$ cat config.mk
export PLATFORM = sky130hd
export DESIGN_NAME = polynomial3_coeff_loader
export DESIGN_NICKNAME = d
export VERILOG_FILES = /design/src/rtl/polynomial3_coeff_loader.sv
export SDC_FILE = /design/constraint.sdc
export NUM_CORES = 1
export LEC_CHECK = 0
export ABC_AREA = 1
export BUFFER_PORTS_ARGS = -buffer_cell sky130_fd_sc_hd__clkbuf_2
export CAP_MARGIN = 20
export CORE_MARGIN = 2
export CORE_UTILIZATION = 56
export CTS_CLUSTER_DIAMETER = 60
export DETAILED_ROUTE_END_ITERATION = 8
export HOLD_SLACK_MARGIN = 0.05
export PLACE_DENSITY_LB_ADDON = 0.08
export SLEW_MARGIN = 0
export SYNTH_ARGS = -nofsm -noshare
export SYNTH_HDL_FRONTEND = slang
export SYNTH_SLANG_ARGS = --single-unit
$ cat constraint.sdc
create_clock -name clk -period 2.15 [get_ports clk]
set_input_delay 0.43 -clock clk [delete_from_list [all_inputs] [get_ports clk]]
set_output_delay 0.43 -clock clk [all_outputs]
set_load 0.02 [all_outputs]
$ cat src/rtl/polynomial3_coeff_loader.sv
// -----------------------------------------------------------------------------
// polynomial3_coeff_loader
//
// Assembles a little-endian byte stream into one {a,b,c} coefficient set per
// frame and hands it to the Polynomial3 compute stage over valid/ready.
// A frame is (A_W+B_W+C_W)/8 bytes: the bytes of a, then b, then c, each
// field least-significant byte first. in_last must mark exactly the final
// byte. An early in_last drops the frame and restarts at field a. A missing
// in_last on the final byte drops the frame and discards input up to and
// including the next in_last. Each malformed frame gives one err_pulse.
//
// The design is double-buffered. An assembly register set collects the next
// frame while the output register set holds the current one for the consumer.
//
// Ports
//   clk        sole clock, all state changes on posedge
//   rstn       synchronous active-low reset
//   in_data    coefficient byte
//   in_valid   in_data is valid
//   in_last    in_data is the final byte of the frame
//   in_ready   loader accepts a byte this cycle
//   abc_a/b/c  coefficient set presented downstream
//   abc_valid  coefficient set valid
//   abc_ready  downstream accepts the set
//   err_pulse  one-cycle pulse per malformed frame
//   frame_cnt  sets handed off (abc_valid & abc_ready), wraps
//   err_cnt    malformed frames detected, wraps
// -----------------------------------------------------------------------------
module polynomial3_coeff_loader #(
  parameter int A_W   = 16,
  parameter int B_W   = 16,
  parameter int C_W   = 24,
  parameter int CNT_W = 16
) (
  input  logic             clk,
  input  logic             rstn,
  input  logic [7:0]       in_data,
  input  logic             in_valid,
  input  logic             in_last,
  output logic             in_ready,
  output logic [A_W-1:0]   abc_a,
  output logic [B_W-1:0]   abc_b,
  output logic [C_W-1:0]   abc_c,
  output logic             abc_valid,
  input  logic             abc_ready,
  output logic             err_pulse,
  output logic [CNT_W-1:0] frame_cnt,
  output logic [CNT_W-1:0] err_cnt
);

  localparam int A_BYTES   = A_W / 8;
  localparam int B_BYTES   = B_W / 8;
  localparam int C_BYTES   = C_W / 8;
  localparam int AB_MAX    = (A_BYTES > B_BYTES) ? A_BYTES : B_BYTES;
  localparam int MAX_BYTES = (AB_MAX > C_BYTES) ? AB_MAX : C_BYTES;
  localparam int IDX_W     = (MAX_BYTES > 1) ? $clog2(MAX_BYTES) : 1;

  localparam logic [IDX_W-1:0] A_LAST = IDX_W'(A_BYTES - 1);
  localparam logic [IDX_W-1:0] B_LAST = IDX_W'(B_BYTES - 1);
  localparam logic [IDX_W-1:0] C_LAST = IDX_W'(C_BYTES - 1);

  typedef enum logic [2:0] {
    LOAD_A,
    LOAD_B,
    LOAD_C,
    FULL,
    RESYNC
  } state_t;

  state_t           state_q, state_d;
  logic [IDX_W-1:0] idx_q, idx_d;
  logic [A_W-1:0]   asm_a_q, asm_a_d;
  logic [B_W-1:0]   asm_b_q, asm_b_d;
  logic [C_W-1:0]   asm_c_q, asm_c_d;
  logic [A_W-1:0]   out_a_q, out_a_d;
  logic [B_W-1:0]   out_b_q, out_b_d;
  logic [C_W-1:0]   out_c_q, out_c_d;
  logic             abc_valid_q, abc_valid_d;
  logic             err_pulse_q, err_pulse_d;
  logic [CNT_W-1:0] frame_cnt_q, frame_cnt_d;
  logic [CNT_W-1:0] err_cnt_q, err_cnt_d;

  logic xfer;
  logic bad_frame;

  // in_ready is held low during reset, so no byte is taken in that cycle.
  assign in_ready = rstn && (state_q != FULL);
  assign xfer     = in_valid && in_ready;

  // Next-state logic. The handshake drop comes first so that a FULL transfer
  // in the same cycle can keep abc_valid high, giving back-to-back sets.
  always_comb begin
    state_d     = state_q;
    idx_d       = idx_q;
    asm_a_d     = asm_a_q;
    asm_b_d     = asm_b_q;
    asm_c_d     = asm_c_q;
    out_a_d     = out_a_q;
    out_b_d     = out_b_q;
    out_c_d     = out_c_q;
    abc_valid_d = abc_valid_q;
    err_pulse_d = 1'b0;
    frame_cnt_d = frame_cnt_q;
    err_cnt_d   = err_cnt_q;
    bad_frame   = 1'b0;

    if (abc_valid_q && abc_ready) begin
      abc_valid_d = 1'b0;
      frame_cnt_d = frame_cnt_q + CNT_W'(1);
    end

    case (state_q)
      LOAD_A: begin
        if (xfer) begin
          asm_a_d[8*int'(idx_q) +: 8] = in_data;
          if (in_last) begin
            bad_frame = 1'b1;
            state_d   = LOAD_A;
            idx_d     = '0;
          end else if (idx_q == A_LAST) begin
            state_d = LOAD_B;
            idx_d   = '0;
          end else begin
            idx_d = idx_q + 1'b1;
          end
        end
      end

      LOAD_B: begin
        if (xfer) begin
          asm_b_d[8*int'(idx_q) +: 8] = in_data;
          if (in_last) begin
            bad_frame = 1'b1;
            state_d   = LOAD_A;
            idx_d     = '0;
          end else if (idx_q == B_LAST) begin
            state_d = LOAD_C;
            idx_d   = '0;
          end else begin
            idx_d = idx_q + 1'b1;
          end
        end
      end

      LOAD_C: begin
        if (xfer) begin
          asm_c_d[8*int'(idx_q) +: 8] = in_data;
          if (idx_q == C_LAST) begin
            // The final byte of the frame must carry in_last. Without it the
            // stream is out of step, so skip ahead to the next frame boundary.
            idx_d = '0;
            if (in_last) begin
              state_d = FULL;
            end else begin
              bad_frame = 1'b1;
              state_d   = RESYNC;
            end
          end else if (in_last) begin
            bad_frame = 1'b1;
            state_d   = LOAD_A;
            idx_d     = '0;
          end else begin
            idx_d = idx_q + 1'b1;
          end
        end
      end

      FULL: begin
        if (!abc_valid_q || abc_ready) begin
          out_a_d     = asm_a_q;
          out_b_d     = asm_b_q;
          out_c_d     = asm_c_q;
          abc_valid_d = 1'b1;
          state_d     = LOAD_A;
        end
      end

      RESYNC: begin
        if (xfer && in_last) begin
          state_d = LOAD_A;
        end
      end

      default: begin
        state_d = LOAD_A;
        idx_d   = '0;
      end
    endcase

    if (bad_frame) begin
      err_pulse_d = 1'b1;
      err_cnt_d   = err_cnt_q + CNT_W'(1);
    end
  end

  // All state, including the FSM, registered with synchronous reset.
  always_ff @(posedge clk) begin
    if (!rstn) begin
      state_q     <= LOAD_A;
      idx_q       <= '0;
      asm_a_q     <= '0;
      asm_b_q     <= '0;
      asm_c_q     <= '0;
      out_a_q     <= '0;
      out_b_q     <= '0;
      out_c_q     <= '0;
      abc_valid_q <= 1'b0;
      err_pulse_q <= 1'b0;
      frame_cnt_q <= '0;
      err_cnt_q   <= '0;
    end else begin
      state_q     <= state_d;
      idx_q       <= idx_d;
      asm_a_q     <= asm_a_d;
      asm_b_q     <= asm_b_d;
      asm_c_q     <= asm_c_d;
      out_a_q     <= out_a_d;
      out_b_q     <= out_b_d;
      out_c_q     <= out_c_d;
      abc_valid_q <= abc_valid_d;
      err_pulse_q <= err_pulse_d;
      frame_cnt_q <= frame_cnt_d;
      err_cnt_q   <= err_cnt_d;
    end
  end

  assign abc_a     = out_a_q;
  assign abc_b     = out_b_q;
  assign abc_c     = out_c_q;
  assign abc_valid = abc_valid_q;
  assign err_pulse = err_pulse_q;
  assign frame_cnt = frame_cnt_q;
  assign err_cnt   = err_cnt_q;

endmodule

==> metrics.csv, run 1 <==
stage;metric;value;unit
status;outcome;complete, no violations;
synth;synth.yosys.seq_area_share;0.479;
critical_path;crit_path_start_kind;register;
pwr;switchingPower;0.00159;W
detailed_routing;drc;0;
cells_and_area;area_growth;19.7;%
clock_network;clockBufferDepth;2;
synth;syn_area;6310;µm²
worst_hold_path;min_from;abc_ready;
global_route;grt_pass1_wl;24000;µm
detailed_routing;ant_nets;0;
synth;netlist-cell-type-count;38;
cells_and_area;n_fill_cell;962;
clock_network;cts_buffers;17;
sta;relSlewSlack;0.609;
floorplanning;ios;104;
critical_path;critical_path.max_fanout;7;
sta;clock.fmax;0.476;GHz
sta;rsz0062_at_grt;yes;
critical_path;critical_path.top_delay_family;buffers and inverters;
clock_network;cts_tree;built;
clock_network;root_buffer;clkbuf_16;
clock_network;cts_hold_buf;0;
placement;place_inst;1069;
clock_network;htreeDepth;4;
sta;setup_viol;0;
synth;synth-seq-cells;151;
cells_and_area;fin_util;0.690;
cells_and_area;drive_above_1_share;0.177;
worst_hold_path;holdPathEnd;abc_valid;
floorplanning;core.rowCount;38;
sta;skew;0.00607;ns
synth;synthCells;852;
floorplanning;start_util;0.577;
sta;tightest_slew;0.586;ns
detailed_routing;postRouteWirelength;14800;µm
pwr;power;0.00656;W
critical_path;r2r_start;idx_q[0];
sta;fin_crit;2.10;ns
detailed_routing;num_vias;5762;
pwr;p_seq_frac;0.439;
critical_path;criticalPathCategory;reg -> reg;
detailed_routing;dr.pass1.iters;7;
pwr;intPower;0.00497;W
critical_path;worstPathArrival;2.45;ns
floorplanning;die_h;110;µm
synth;ys_warn_count;0;
global_route;antenna_found_initial;0;
clock_network;cts_sinks;151;
synth;syn_avg_cell_area;7.40;µm²
detailed_routing;drt-met1-wl;6710;µm
pwr;power_density;869;nW/µm²
placement;dp_hpwl;10400;µm
pwr;swShare;0.242;
global_route;grt_max_degree;73;
detailed_routing;via_per_inst;5.23;
global_route;gr-usage-all-layers;0.252;
critical_path;cp.required;2.50;ns
floorplanning;core_area;10900;µm²
worst_hold_path;hold_path_depth;4;
clock_network;path_clk_slew;0.06;ns
detailed_routing;post_drt_wl_per_cell;13.5;µm
cells_and_area;layoutNonFillerInstCount;1101;
critical_path;r2r_end;asm_c_q[1];
critical_path;cp_cell_sequence;inv_1 > buf_4 > ha_1 > inv_1 > nor3_1 > inv_1 > nor2_1 > o21ai_1 > a21oi_1;
clock_network;clk_latency;0.42;ns
critical_path;crit_top_cell;inv_1;
critical_path;cp_slowest_stage_delay;0.32;ns
job;drv_cap;0;
sta;finalCritPeriodShare;0.976;
pwr;p_clk_frac;0.475;
detailed_routing;dr_wl_met3;754;µm
sta;setup_ws;0.0509;ns
detailed_routing;top_layer;met4;
placement;dp_slack;0.211;ns
critical_path;crit_path_end_kind;register;
floorplanning;die_x;110;µm
worst_hold_path;hp-class;in -> reg;
detailed_routing;wl_met2;7180;µm
sta;holdWs;0.381;ns
pwr;p_leak;3.39;nW
detailed_routing;drt_iter0_drc;345;
clock_network;postCtsSetupRepairBufs;0;
sta;finalHoldViolCount;0;
placement;port_buffers;103;
floorplanning;fp.dieArea;12100;µm²
critical_path;cp_num_buf_inv;4;
sta;slew_viol_final;0;
critical_path;ff2ff_path_depth;9;
global_route;grt_pass1_vias;5241;
synth;syn-num-nets;876;
placement;gp_congestion;0.887;
cells_and_area;nNetsFinal;972;
cells_and_area;diodes;0;
pwr;pwr-share-comb;0.086;
pwr;ir_worst_vdd;0.509;mV
critical_path;cp_slowest_cell;nor2_1;
clock_network;cts_resized;0;
global_route;grt.overflow.total;0;
critical_path;reg2reg_slack;0.05;ns
[state kept, by name, indices dropped and copies added (netlist names), 3 cells and up]
| name | count |
|---|---|
| abc_c | 24 |
| err_cnt | 16 |
| abc_a | 16 |
| asm_a_q | 16 |
| frame_cnt | 16 |
| abc_b | 16 |
| asm_b_q | 16 |
| asm_c_q | 24 |
| state_q | 3 |
[cell usage in the layout, fill, tap and decap left out, types with 2 or more instances in the layout]
master      instances
nor2_1            173
dfxtp_1           151
nand2_1           127
clkbuf_2          103
o21ai_0            89
a21oi_1            78
inv_1              65
o21ai_1            19
nand3_1            18
clkbuf_16          17
nor3_1             16
xor2_1             11
ha_1               11
nand4_1            10
buf_4              10
inv_2               8
nor4_1              7
nor2_2              5
nand2_2             4
bufinv_16           4
nor2_4              3
xnor2_1             3
clkinv_2            3
clkinv_4            3
nand3_4             2
o22ai_1             2
a31oi_1             2
clkbuf_1            2
clkinvlp_4          2
[cells in the mapped netlist (all sizes together)]
cell type / count / area share
nor2: 182 / 0.11
dfxtp: 151 / 0.48
nand2: 132 / 0.081
o21ai: 108 / 0.086
a21oi: 78 / 0.062
inv: 74 / 0.044
nand3: 21 / 0.021
clkbuf: 19 / 0.011
buf: 18 / 0.018
nor3: 16 / 0.013
ha: 11 / 0.022
xor2: 11 / 0.015
nand4: 10 / 0.0099
nor4: 7 / 0.0069
xnor2: 3 / 0.0042
a31oi: 2 / 0.0020
o22ai: 2 / 0.0020
a211oi: 1 / 0.0012
clkinv: 1 / 0.00059
nand3b: 1 / 0.0012
nor3b: 1 / 0.0012
o211a: 1 / 0.0016
o21a: 1 / 0.0012
o21bai: 1 / 0.0012
[worst max-delay path by stage]
stage	slack, ns	end	start	cells past startpoint
final	0.05	asm_c_q[1]	idx_q[0]	9
after global routing	-0.03	asm_c_q[3]	idx_q[0]	9
after CTS	0.17	asm_a_q[2]	idx_q[0]	9
after detailed placement	0.21	asm_a_q[2]	idx_q[0]	9
after global placement	0.27	asm_a_q[2]	idx_q[0]	9
after floorplan	0.33	err_cnt[1]	idx_q[0]	11
[tightest hold or removal path: cells and delay by family]
family	cells	cell delay, ns
and+or+nand+nor	3	0.23
buffers and inverters	1	0.09
[per-stage QoR]
step           TNS, ns  cell area, µm²
4_1_cts              0            7540
6_report             0            7550
2_1_floorplan        0            6310
3_3_place_gp         0            6920
3_5_place_dp         0            6920
5_1_grt         -0.125            7550
[cell families after synthesis]
family	Yosys count	share of synthesized area
DFF	151	0.479
buffers and inverters	112	0.0742
xor gates and xnor gates	14	0.0194
adders and majority gates	11	0.0218
and+or+nand+nor	370	0.248
AOI/OAI and AO/OA	194	0.157
[per-layer routing]
| metal | vias to the layer above | global-route usage |
|---|---|---|
| li1 | 2954 | - |
| met2 | 157 | 0.436 |
| met4 | 0 | 0.0839 |
| met3 | 16 | 0.0541 |
| met1 | 2635 | 0.313 |
| met5 | - | 0 |
[power by group through the flow]
stage / Clock (W) / Combinational (W) / Sequential [W]
final: 0.00312 / 0.000563 / 0.00288
after global routing: 0.00325 / 0.000624 / 0.00289
after CTS: 0.00314 / 0.000548 / 0.00288
after detailed placement: 0 / 0.000543 / 0.00294
after global placement: 0 / 0.000533 / 0.00294
after floorplan: 0 / 0.000392 / 0.00294
[final cells by class]
class	count	area, µm²	share of cell area
Sequential cell	151	3020	0.400
Timing Repair Buffer	114	611	0.0809
Clock buffer	20	447	0.0592
Tap cell	140	175	0.0232
Multi-Input combinational cell	589	2830	0.375
Inverter	75	284	0.0376
Clock inverter	12	176	0.0234
No activity file was read; power rests on OpenSTA's default activity.
==> inputs of run 2 (changes only) <==
PLACE_DENSITY_LB_ADDON = 0.1   (was 0.08)
==> run 2 against run 1 <==
Total power grew 0.65%. Setup slack gained 0.13 ns. Die area is the same. Critical endpoint is now asm_a_q[15]. Worst hold slack lost 0.0028 ns. Final area is the same. Core utilization is the same. Largest cell class unchanged. Wire length grew 5.2%. Count of clock-buffer cells in the layout grew 4. Critical path type unchanged.
==> metrics.csv, run 2 (synthesized netlist as in run 1, its figures left out) <==
stage;metric;value;unit;change
critical_path;reg2reg_slack;0.18;ns;+0.13 ns
floorplanning;fp.dieArea;12100;µm²;unchanged
critical_path;r2r_end;asm_a_q[15];;
clock_network;clockBufferDepth;2;;unchanged
clock_network;postCtsSetupRepairBufs;0;;unchanged
cells_and_area;diodes;0;;unchanged
placement;gp_congestion;0.893;;+0.68%
sta;slew_viol_final;0;;unchanged
worst_hold_path;hp-class;in -> reg;;
worst_hold_path;hold_path_depth;3;;-1
global_route;grt_max_degree;78;;+6.8%
sta;setup_viol;0;;unchanged
job;drv_cap;0;;unchanged
clock_network;path_clk_slew;0.06;ns;about the same
clock_network;htreeDepth;4;;unchanged
detailed_routing;ant_nets;0;;unchanged
critical_path;ff2ff_path_depth;8;;-1
sta;setup_tns;0;ns;unchanged
worst_hold_path;holdPathEnd;frame_cnt[0];;
sta;rsz0062_at_grt;yes;;
cells_and_area;fin_util;0.690;;unchanged
sta;finalCritPeriodShare;0.916;;-0.0604
critical_path;criticalPathCategory;reg -> reg;;
detailed_routing;dr.pass1.iters;6;;-1
sta;relSlewSlack;0.576;;-0.0334
worst_hold_path;min_from;abc_ready;;
placement;place_inst;1071;;+0.19%
critical_path;cp_slowest_stage_delay;0.40;ns;+0.08 ns
global_route;gr-usage-all-layers;0.262;;+0.0102
sta;tightest_slew;0.637;ns;+0.0500 ns
floorplanning;core.rowCount;38;;unchanged
detailed_routing;post_drt_wl_per_cell;14.2;µm;+5.0%
pwr;p_seq_frac;0.436;;-0.003
floorplanning;die_x;110;µm;unchanged
pwr;p_leak;3.40;nW;+0.30%
clock_network;cts_buffers;17;;unchanged
global_route;grt_pass1_wl;24800;µm;+3.3%
critical_path;critical_path.max_fanout;8;;+1
placement;dp_slack;0.251;ns;+0.0404 ns
pwr;pwr-share-comb;0.088;;+0.002
critical_path;cp_slowest_cell;dfxtp_1;;
pwr;p_clk_frac;0.476;;about the same
sta;setup_ws;0.181;ns;+0.130 ns
detailed_routing;via_per_inst;5.27;;+0.70%
global_route;grt.overflow.total;0;;unchanged
cells_and_area;layout_commonest_cell;nor2_1;;
cells_and_area;nNetsFinal;974;;+0.21%
floorplanning;start_util;0.577;;unchanged
sta;clock.fmax;0.508;GHz;+6.6%
cells_and_area;drive_above_1_share;0.177;;-0.000367
cells_and_area;n_fill_cell;951;;-1.1%
floorplanning;die_h;110;µm;unchanged
placement;dp_hpwl;10800;µm;+3.6%
critical_path;crit_path_start_kind;register;;
critical_path;worstPathArrival;2.31;ns;-0.14 ns
pwr;intPower;0.00504;W;+1.4%
critical_path;crit_path_end_kind;register;;
cells_and_area;final_cell_mix;nor2_1, dfxtp_1, nand2_1;;
critical_path;crit_top_cell;nor2_2;;
critical_path;cp.required;2.49;ns;about the same
global_route;grt_pass1_vias;5300;;+1.1%
detailed_routing;num_vias;5813;;+0.89%
pwr;ir_worst_vdd;0.629;mV;+24%
pwr;power_density;875;nW/µm²;+0.65%
sta;finalHoldViolCount;0;;unchanged
cells_and_area;layoutNonFillerInstCount;1103;;+0.18%
global_route;antenna_found_initial;0;;unchanged
sta;fin_crit;1.97;ns;-0.130 ns
clock_network;clk_latency;0.42;ns;about the same
detailed_routing;drc;0;;unchanged
critical_path;cp_cell_sequence;nor2_2 > inv_1 > nor2_1 > nand2_1 > nor2_2 > buf_4 > o21ai_0 > a21oi_1;;
detailed_routing;drt_iter0_drc;426;;+23%
floorplanning;ios;104;;unchanged
placement;port_buffers;103;;unchanged
detailed_routing;postRouteWirelength;15600;µm;+5.2%
floorplanning;core_area;10900;µm²;unchanged
clock_network;cts_sinks;151;;unchanged
pwr;swShare;0.236;;-0.00562
critical_path;r2r_start;state_q[1];;
clock_network;root_buffer;clkbuf_16;;
sta;skew;0.00725;ns;+0.00118 ns
clock_network;cts_tree;built;;
status;outcome;complete, no violations;;
cells_and_area;area_growth;19.7;%;unchanged
pwr;power;0.00660;W;+0.65%
pwr;switchingPower;0.00156;W;-1.7%
==> run 2: changes by cell type in the layout (fill, tap and decap cells not counted) <==
cell,previous run,this run
clkinvlp_4,2,0
clkinv_4,3,1
nor2_4,3,2
clkbuf_1,2,4
clkbuf_8,1,3
buf_4,10,13
buf_12,1,0
nor2_2,5,6
==> run 2: critical path, delay by kind of cell, from the launching register on <==
family / cells / cell delay [ns]
DFF: 1 / 0.40
buffers and inverters: 2 / 0.32
AOI/OAI and AO/OA: 2 / 0.26
and+or+nand+nor: 4 / 0.89
==> run 2: power groups by stage <==
stage	Combinational, W	Sequential, W	Clock (W)
floorplan	0.000392	0.00294	0
global placement	0.000535	0.00294	0
detailed placement	0.000555	0.00294	0
CTS	0.000562	0.00288	0.00318
global route	0.000642	0.00289	0.00328
finish	0.000581	0.00288	0.00314
==> run 2: worst max-delay path by stage <==
stage / start / to / slack [ns]
after global placement: in_last / err_cnt[15] / 0.32
after floorplan: idx_q[0] / err_cnt[1] / 0.33
after CTS: state_q[1] / asm_a_q[15] / 0.23
final: state_q[1] / asm_a_q[15] / 0.18
after global routing: idx_q[0] / asm_a_q[2] / -0.002
after detailed placement: in_last / err_cnt[14] / 0.25
==> run 2: metrics by stage <==
stage	cell area (µm²)	hold WS (ns)
3_3_place_gp	6920	0.445
6_report	7550	0.378
2_1_floorplan	6310	0.430
5_1_grt	7550	0.378
3_5_place_dp	6920	0.451
4_1_cts	7540	0.363
==> run 2: layer usage <==
metal  vias up  wire [µm]  GRT usage
li1       2954          -          -
met1      2667       6950      0.337
met2       167       7540      0.436
met3        25        830     0.0506
met4         0        299      0.104
met5         -          0          0
==> run 2: timing repair <==
action	CTS	global route
resized for setup	0	2
hold buffers	0	0
setup endpoints to repair	0	2
==> run 2: area by class of cell <==
type	instances	area [µm²]	area share
sequential	151	3020	0.400
multi-input combinational	589	2830	0.375
timing repair buffer	116	613	0.0812
clock buffer	24	482	0.0638
inverter	75	284	0.0376
tap	140	175	0.0232
clock inverter	8	144	0.0191
